`src/rtl/fetch_stage.sv`:
```
// IF stage of the 5-stage MIPS pipeline: PC register, next-PC select and the IF/ID register.
// Instruction memory is external and combinational: pc_f goes out, instr_f comes back in the same cycle.
module fetch_stage #(
    parameter logic [31:0] PC_RESET = 32'h0000_3000,
    parameter logic [31:0] IM_BASE  = 32'h0000_3000,
    parameter int          IM_WORDS = 1024
) (
    input  logic        clk,
    input  logic        reset,
    input  logic        stall,
    input  logic [1:0]  npc_sel,
    input  logic [31:0] br_pc,
    input  logic [31:0] j_pc,
    input  logic [31:0] jr_pc,
    input  logic [31:0] instr_f,
    output logic [31:0] pc_f,
    output logic [31:0] ir_d,
    output logic [31:0] pc_d,
    output logic [31:0] pc4_d,
    output logic [31:0] pc8_d,
    output logic        fetch_err,
    output logic [31:0] fetch_cnt
);

    localparam logic [31:0] IM_LIMIT = IM_BASE + 32'(4 * IM_WORDS);

    logic [31:0] pc_plus4;
    logic [31:0] pc_plus8;
    logic [31:0] next_pc;
    logic        bad_f;

    assign pc_plus4 = pc_f + 32'd4;
    assign pc_plus8 = pc_f + 32'd8;

    // Misaligned or outside the IM window: the fetched word is discarded as a NOP.
    assign bad_f = (pc_f[1:0] != 2'b00) || (pc_f < IM_BASE) || (pc_f >= IM_LIMIT);

    always_comb begin
        next_pc = pc_plus4;
        case (npc_sel)
            2'b00:   next_pc = pc_plus4;
            2'b01:   next_pc = br_pc;
            2'b10:   next_pc = j_pc;
            2'b11:   next_pc = jr_pc;
            default: next_pc = pc_plus4;
        endcase
    end

    // IF -> ID boundary
    always_ff @(posedge clk) begin
        if (reset) begin
            pc_f      <= PC_RESET;
            ir_d      <= 32'd0;
            pc_d      <= PC_RESET;
            pc4_d     <= PC_RESET + 32'd4;
            pc8_d     <= PC_RESET + 32'd8;
            fetch_err <= 1'b0;
            fetch_cnt <= 32'd0;
        end else if (!stall) begin
            pc_f      <= next_pc;
            ir_d      <= bad_f ? 32'd0 : instr_f;
            pc_d      <= pc_f;
            pc4_d     <= pc_plus4;
            pc8_d     <= pc_plus8;
            fetch_cnt <= fetch_cnt + 32'd1;
            if (bad_f) begin
                fetch_err <= 1'b1;
            end
        end
    end

endmodule

```
`config.mk`:
```
export PLATFORM = sky130hd
export DESIGN_NAME = fetch_stage
export DESIGN_NICKNAME = d
export VERILOG_FILES = /design/src/rtl/fetch_stage.sv
export SDC_FILE = /design/constraint.sdc
export NUM_CORES = 1
export LEC_CHECK = 0
export BUFFER_PORTS_ARGS = -buffer_cell sky130_fd_sc_hd__buf_2
export CAP_MARGIN = 25
export CELL_PAD_IN_SITES_DETAIL_PLACEMENT = 2
export CELL_PAD_IN_SITES_GLOBAL_PLACEMENT = 2
export CORE_ASPECT_RATIO = 1.5
export CORE_MARGIN = 8
export CORE_UTILIZATION = 28
export CTS_CLUSTER_DIAMETER = 60
export DETAILED_ROUTE_END_ITERATION = 10
export PLACE_DENSITY_LB_ADDON = 0.1
export SLEW_MARGIN = 20
export SYNTH_ARGS = -nofsm -noshare
export SYNTH_HDL_FRONTEND = slang
export SYNTH_SLANG_ARGS = --single-unit
export TNS_END_PERCENT = 20
```
`constraint.sdc`:
```
create_clock -name clk -period 2.7 [get_ports clk]
set_input_delay 0.135 -clock clk [delete_from_list [all_inputs] [get_ports clk]]
set_output_delay 0.135 -clock clk [all_outputs]
set_load 0.01 [all_outputs]
```
# After elaboration in Yosys (flattened, before gate mapping)
# Index checks and enable logic that the tools add are counted.
[word_totals] reg_bits=193 latchBits=0 ramBits=0 mem_bits_ro=0 output_inout_bits=193 word_cells=23 mem_count=0
[classes] n_addsub=3 n_mul=0 div_mod_pow=0 magnitude_cmp=2 eq_ne=3 shifts=0 muxes=2 bitwise_logic=1 n_reduce_logical=5
[ops] operator="32-bit case mux with 4 select lines" count=1
[ops] operator="32-bit by 1-bit adder with 32-bit output (second input constant)" count=1
[ops] operator="32-bit by 3-bit adder with 32-bit output (second input constant)" count=1
[ops] operator="32-bit by 4-bit adder with 32-bit output (second input constant)" count=1
[ops] operator="32-bit by 15-bit greater-or-equal comparator with 1-bit output (second input constant)" count=1
[ops] operator="32-bit by 14-bit less-than comparator with 1-bit output (second input constant)" count=1
[ops] operator="32-bit 2-to-1 mux" count=1
[ops] operator="2-bit == test (second input constant)" count=2
[ops] operator="2-bit by 1-bit == test with 1-bit output (second input constant)" count=1
[ops] operator="2-bit zero test" count=1
[ops] operator="1-bit logical OR" count=2
[ops] operator="2-bit AND reduction" count=1
[ops] operator="2-bit nonzero test" count=1
[ops] operator="1-bit inverter" count=1

# Depth between registers and ports, before layout
[logic_depth] ltp_word=4 depth_mapped=8 depth_no_buf=6

# Worst setup path before layout
# Ideal clock, no wire load.
[synth_timing] path_type="reg-to-reg" start="register pc_f[3]" end="register pc_f[18]" setup_time_ns=0.132 arrival_time_ns=2.108 required_ns=2.568 path_slack_ns=0.460 path_stages_with_launch=8 path_buffers=1 synth_period_minus_slack_ns=2.240 path_cell_list="dfxtp_1 ha_1 nand3_1 or4_1 buf_2 or4_1 a21oi_1 nor3_1"
[synth_via] elab_chain_cells=2
[synth_rtl] element="start: declaration" line="16" text="output logic [31:0] pc_f,"
[synth_rtl] element="start signal: assignment" line="60" text="pc_f <= next_pc;"
[synth_rtl] element="32-bit by 3-bit adder with 32-bit output" line="32" text="assign pc_plus4 = pc_f + 32'd4;"
[synth_rtl] element="32-bit case mux with 4 select lines" line="40" text="case (npc_sel)"
# Every way passes these cells.
# A chain may end at the register's enable or synchronous reset.

# Worst setup path after layout
[layout_timing] start="register pc_f[2]" end="register pc_f[18]"
# Same word-level chain as after synthesis.

==> metrics.md <==
| Metric | Value |
|---|---|
| Status | `finished, final reports clean` |
| Final Hold Fails | `0` |
| CP Class | `reg -> reg` |
| Worst skew pair latency | `0.45 ns` |
| Post-DR vias/cell | `5.09` |
| TritonRoute pass-1 iters | `4` |
| WP data required | `3.00 ns` |
| Slowest cell delay on critical path | `0.59 ns` |
| CP Cell Sequence | `ha_1 > nand3_1 > or4_1 > or4_1 > a21oi_1 > nor3_1` |
| Vias in the first global route | `10,155` |
| Most common cell after layout, fill and taps aside | `buf_2` |
| Setup TNS | `0 ns` |
| Post-place instance area | `11,300 um^2` |
| Crit path max fanout | `6` |
| R2R Path Start | `pc_f[2]$_SDFFE_PP0N_` |
| CP most frequent cell | `or4_1` |
| Multi-input logic area | `4880 um^2` |
| Cell taking the most area after synthesis | `dfxtp_1` |
| CTS sink count | `around 190` |
| Post-route cell area | `12,200 um^2` |
| Skew final | `0.0104 ns` |
| DRT iter0 DRCs | `295` |
| Asr flop ratio synth | `0%` |
| Register Area | `3760 um^2` |
| Top FF cell, synth | `dfxtp_1` |
| Worst R2R Path Depth | `6` |
| Critical path arrival | `2.60 ns` |
| Final setup fails | `0` |
| Gr usage total | `roughly a fifth` |
| Hold path cells | `3` |
| Max Freq | `435 MHz` |
| Crit-path slowest cell | `or4_1` |
| DR vias | `9,267` |
| Final count of pins violating max slew | `0` |
| DRC violations left | `0` |
| Period utilization | `85.2%` |
| Worst r2r dst | `pc_f[18]$_SDFFE_PP0N_` |
| Num CTS Buffers | `17` |
| DIE AREA | `38,800 um^2` |
| Worst reg-to-reg setup slack | `0.40 ns` |
| Non-Filler Instances | `~1,800` |
| Hold path endpoint | `pc4_d[14]$_SDFFE_PP0N_` |
| Area contributors post-synth | `dfxtp_1 41%, mux2i_1 10%, nor2_1 7.2%` |
| Mapped Nets | `approximately 1,200` |
| Post-CTS setup buffer count | `0` |
| CP top delay family | `simple AND/OR/NAND/NOR gates` |
| Syn avg cell area | `about 8.6 um^2` |
| Rows | `81` |
| Layout area overhead | `32.9%` |
| Lkg Pwr | `0.00545 uW` |
| Seq cells post-synth | `188` |
| Layout cells sized above 1 | `31.6%` |
| Root Driver | `clkbuf_16` |
| ANT cells | `0` |
| Hold/Removal Path Class | `in -> reg` |
| Min cycle time layout | `around 2.3 ns` |
| Worst path depth | `6` |
| Global-route wire length before repair | `61,300 um` |
| Power Total | `approximately 6700 uW` |
| Area share of the largest cell type after synthesis | `41.1%` |
| RSZ-0062 raised after global routing | `no` |
| Total gr overflow | `0` |
| Share of the yosys chip area belonging to registers | `41.1%` |
| Worst-Margin Slew | `~0.83 ns` |
| Setup WS pre-CTS | `approximately 0.4 ns` |
| Buf+Inv Stages, Crit Path | `0` |
| CTS max path bufs | `2` |
| Filler cells | `3,761` |
| VDD IR max | `350 uV` |
| Final HPWL DP | `31,000 um` |
| Setup ws final | `0.399 ns` |
| CTS tree | `done` |
| # resized after CTS | `0` |
| Setup crit start | `pc_f[2]$_SDFFE_PP0N_` |
| H-tree levels | `4` |
| Most frequent cells in the layout | `323 x buf_2, 188 x dfxtp_1, 174 x nor2_1` |
| DR WL/cell | `22.3 um` |
| IO Count | `326` |
| Starting density of the core | `28.2%` |
| DP Cell Count | `1,756` |
| Die X | `164 um` |
| CTS clock-pin slew for the worst setup and hold paths | `around 0.07 ns` |
| Synth Warn # | `0` |
| Mapped Cells | `1,064` |
| Max cap viols | `0` |
| Worst Setup End Kind | `register` |
| Pwr Density | `547 nW/um^2` |
| Die height | `237 um` |
| Nets | `1,530` |
| Post-synth EDFFs | `0` |
| Cts-stage hold buffer count | `33` |
| Core Region | `32,400 um^2` |
| Gp weighted congestion | `0.790` |
| Synth unique cells | `61` |
| Relative slew slack | `44.7%` |
| IO buf count | `325` |
| Antenna-violating nets left | `0` |
| Hold_sp | `stall` |
| Final WL | `40,600 um` |
| Antenna violations before repair | `2` |
| Synthesized area | `9150 um^2` |
| CP Launch Type | `register` |
| Largest net degree at the start of global routing | `139` |
==> worst max-delay path by stage <==
stage                       endpoint
2_1_floorplan  pc_f[18]$_SDFFE_PP0N_
3_3_place_gp   pc_f[18]$_SDFFE_PP0N_
3_5_place_dp   pc_f[18]$_SDFFE_PP0N_
4_1_cts        pc_f[18]$_SDFFE_PP0N_
5_1_grt        pc_f[18]$_SDFFE_PP0N_
6_report       pc_f[18]$_SDFFE_PP0N_
==> final cells by class <==
type                       count  area share (%)
multi-input combinational    761            40.2
sequential                   188            30.9
timing repair buffer         408            19.3
tap                          415            4.27
clock buffer                  21            3.87
clock inverter                11           0.885
inverter                      17           0.535
==> cell families (layout without fill, tap and decap cells) <==
group | count (synthesis) | in the layout | share of synthesized area [%]
flip-flops | 188 | 188 | 41.1
buffers and inverters | 115 | 457 | 5.52
AND/OR/NAND/NOR | 422 | 422 | 22.0
multiplexers | 104 | 104 | 12.7
adder cells (fa/ha/maj) | 4 | 4 | 0.547
XOR/XNOR | 68 | 68 | 6.51
AO/OA/AOI/OAI | 163 | 163 | 11.6
==> sequential cells by signal (all words and copies together), names as in the netlist <==
signal	flops
fetch_cnt	32
fetch_err	1
ir_d	32
pc4_d	30
pc8_d	29
pc_d	32
pc_f	32
==> synth_stat cells, types with 5 or more instances <==
cell type,count
o21ai_0,24
nand2_1,92
xnor2_1,41
mux4_2,9
inv_1,17
clkbuf_1,51
a211oi_1,36
dfxtp_1,188
buf_4,12
nor4_1,23
nor3_1,28
nand4_1,21
a21oi_1,65
and3_1,8
nor2_1,175
xor2_1,27
o221a_2,10
buf_1,17
buf_2,17
mux2i_1,91
nor2b_1,5
nand3_1,33
==> power breakdown <==
group / internal, uW / total (uW) / leakage (uW) / switching, uW
Sequential: 2900 / 3010 / 0.00154 / 113
Clock: 1360 / 2570 / 0.000280 / 1210
Combinational: 452 / 1070 / 0.00363 / 616
Total: 4710 / 6650 / 0.00545 / 1940
==> per-stage QoR <==
step,util (%),hold WS [ns]
after global routing,37.5,0.0938
after detailed placement,34.7,0.377
final,37.5,0.0912
after floorplan,-,0.279
after global placement,34.7,0.363
after CTS,37.5,0.0685
==> worst min-delay path: stages <==
cell and delay (ns):
buf_6 0.18, nand2_1 0.10, a21oi_1 0.05
==> per-layer routing <==
metal	GRT usage [%]	share of wire (%)	vias up
li1	-	-	4369
met1	21.9	39	4610
met2	38.5	54	244
met3	5.42	5.5	40
met4	6.11	1.9	4
met5	0	0.057	-
Power figures use the tool's default switching activity.
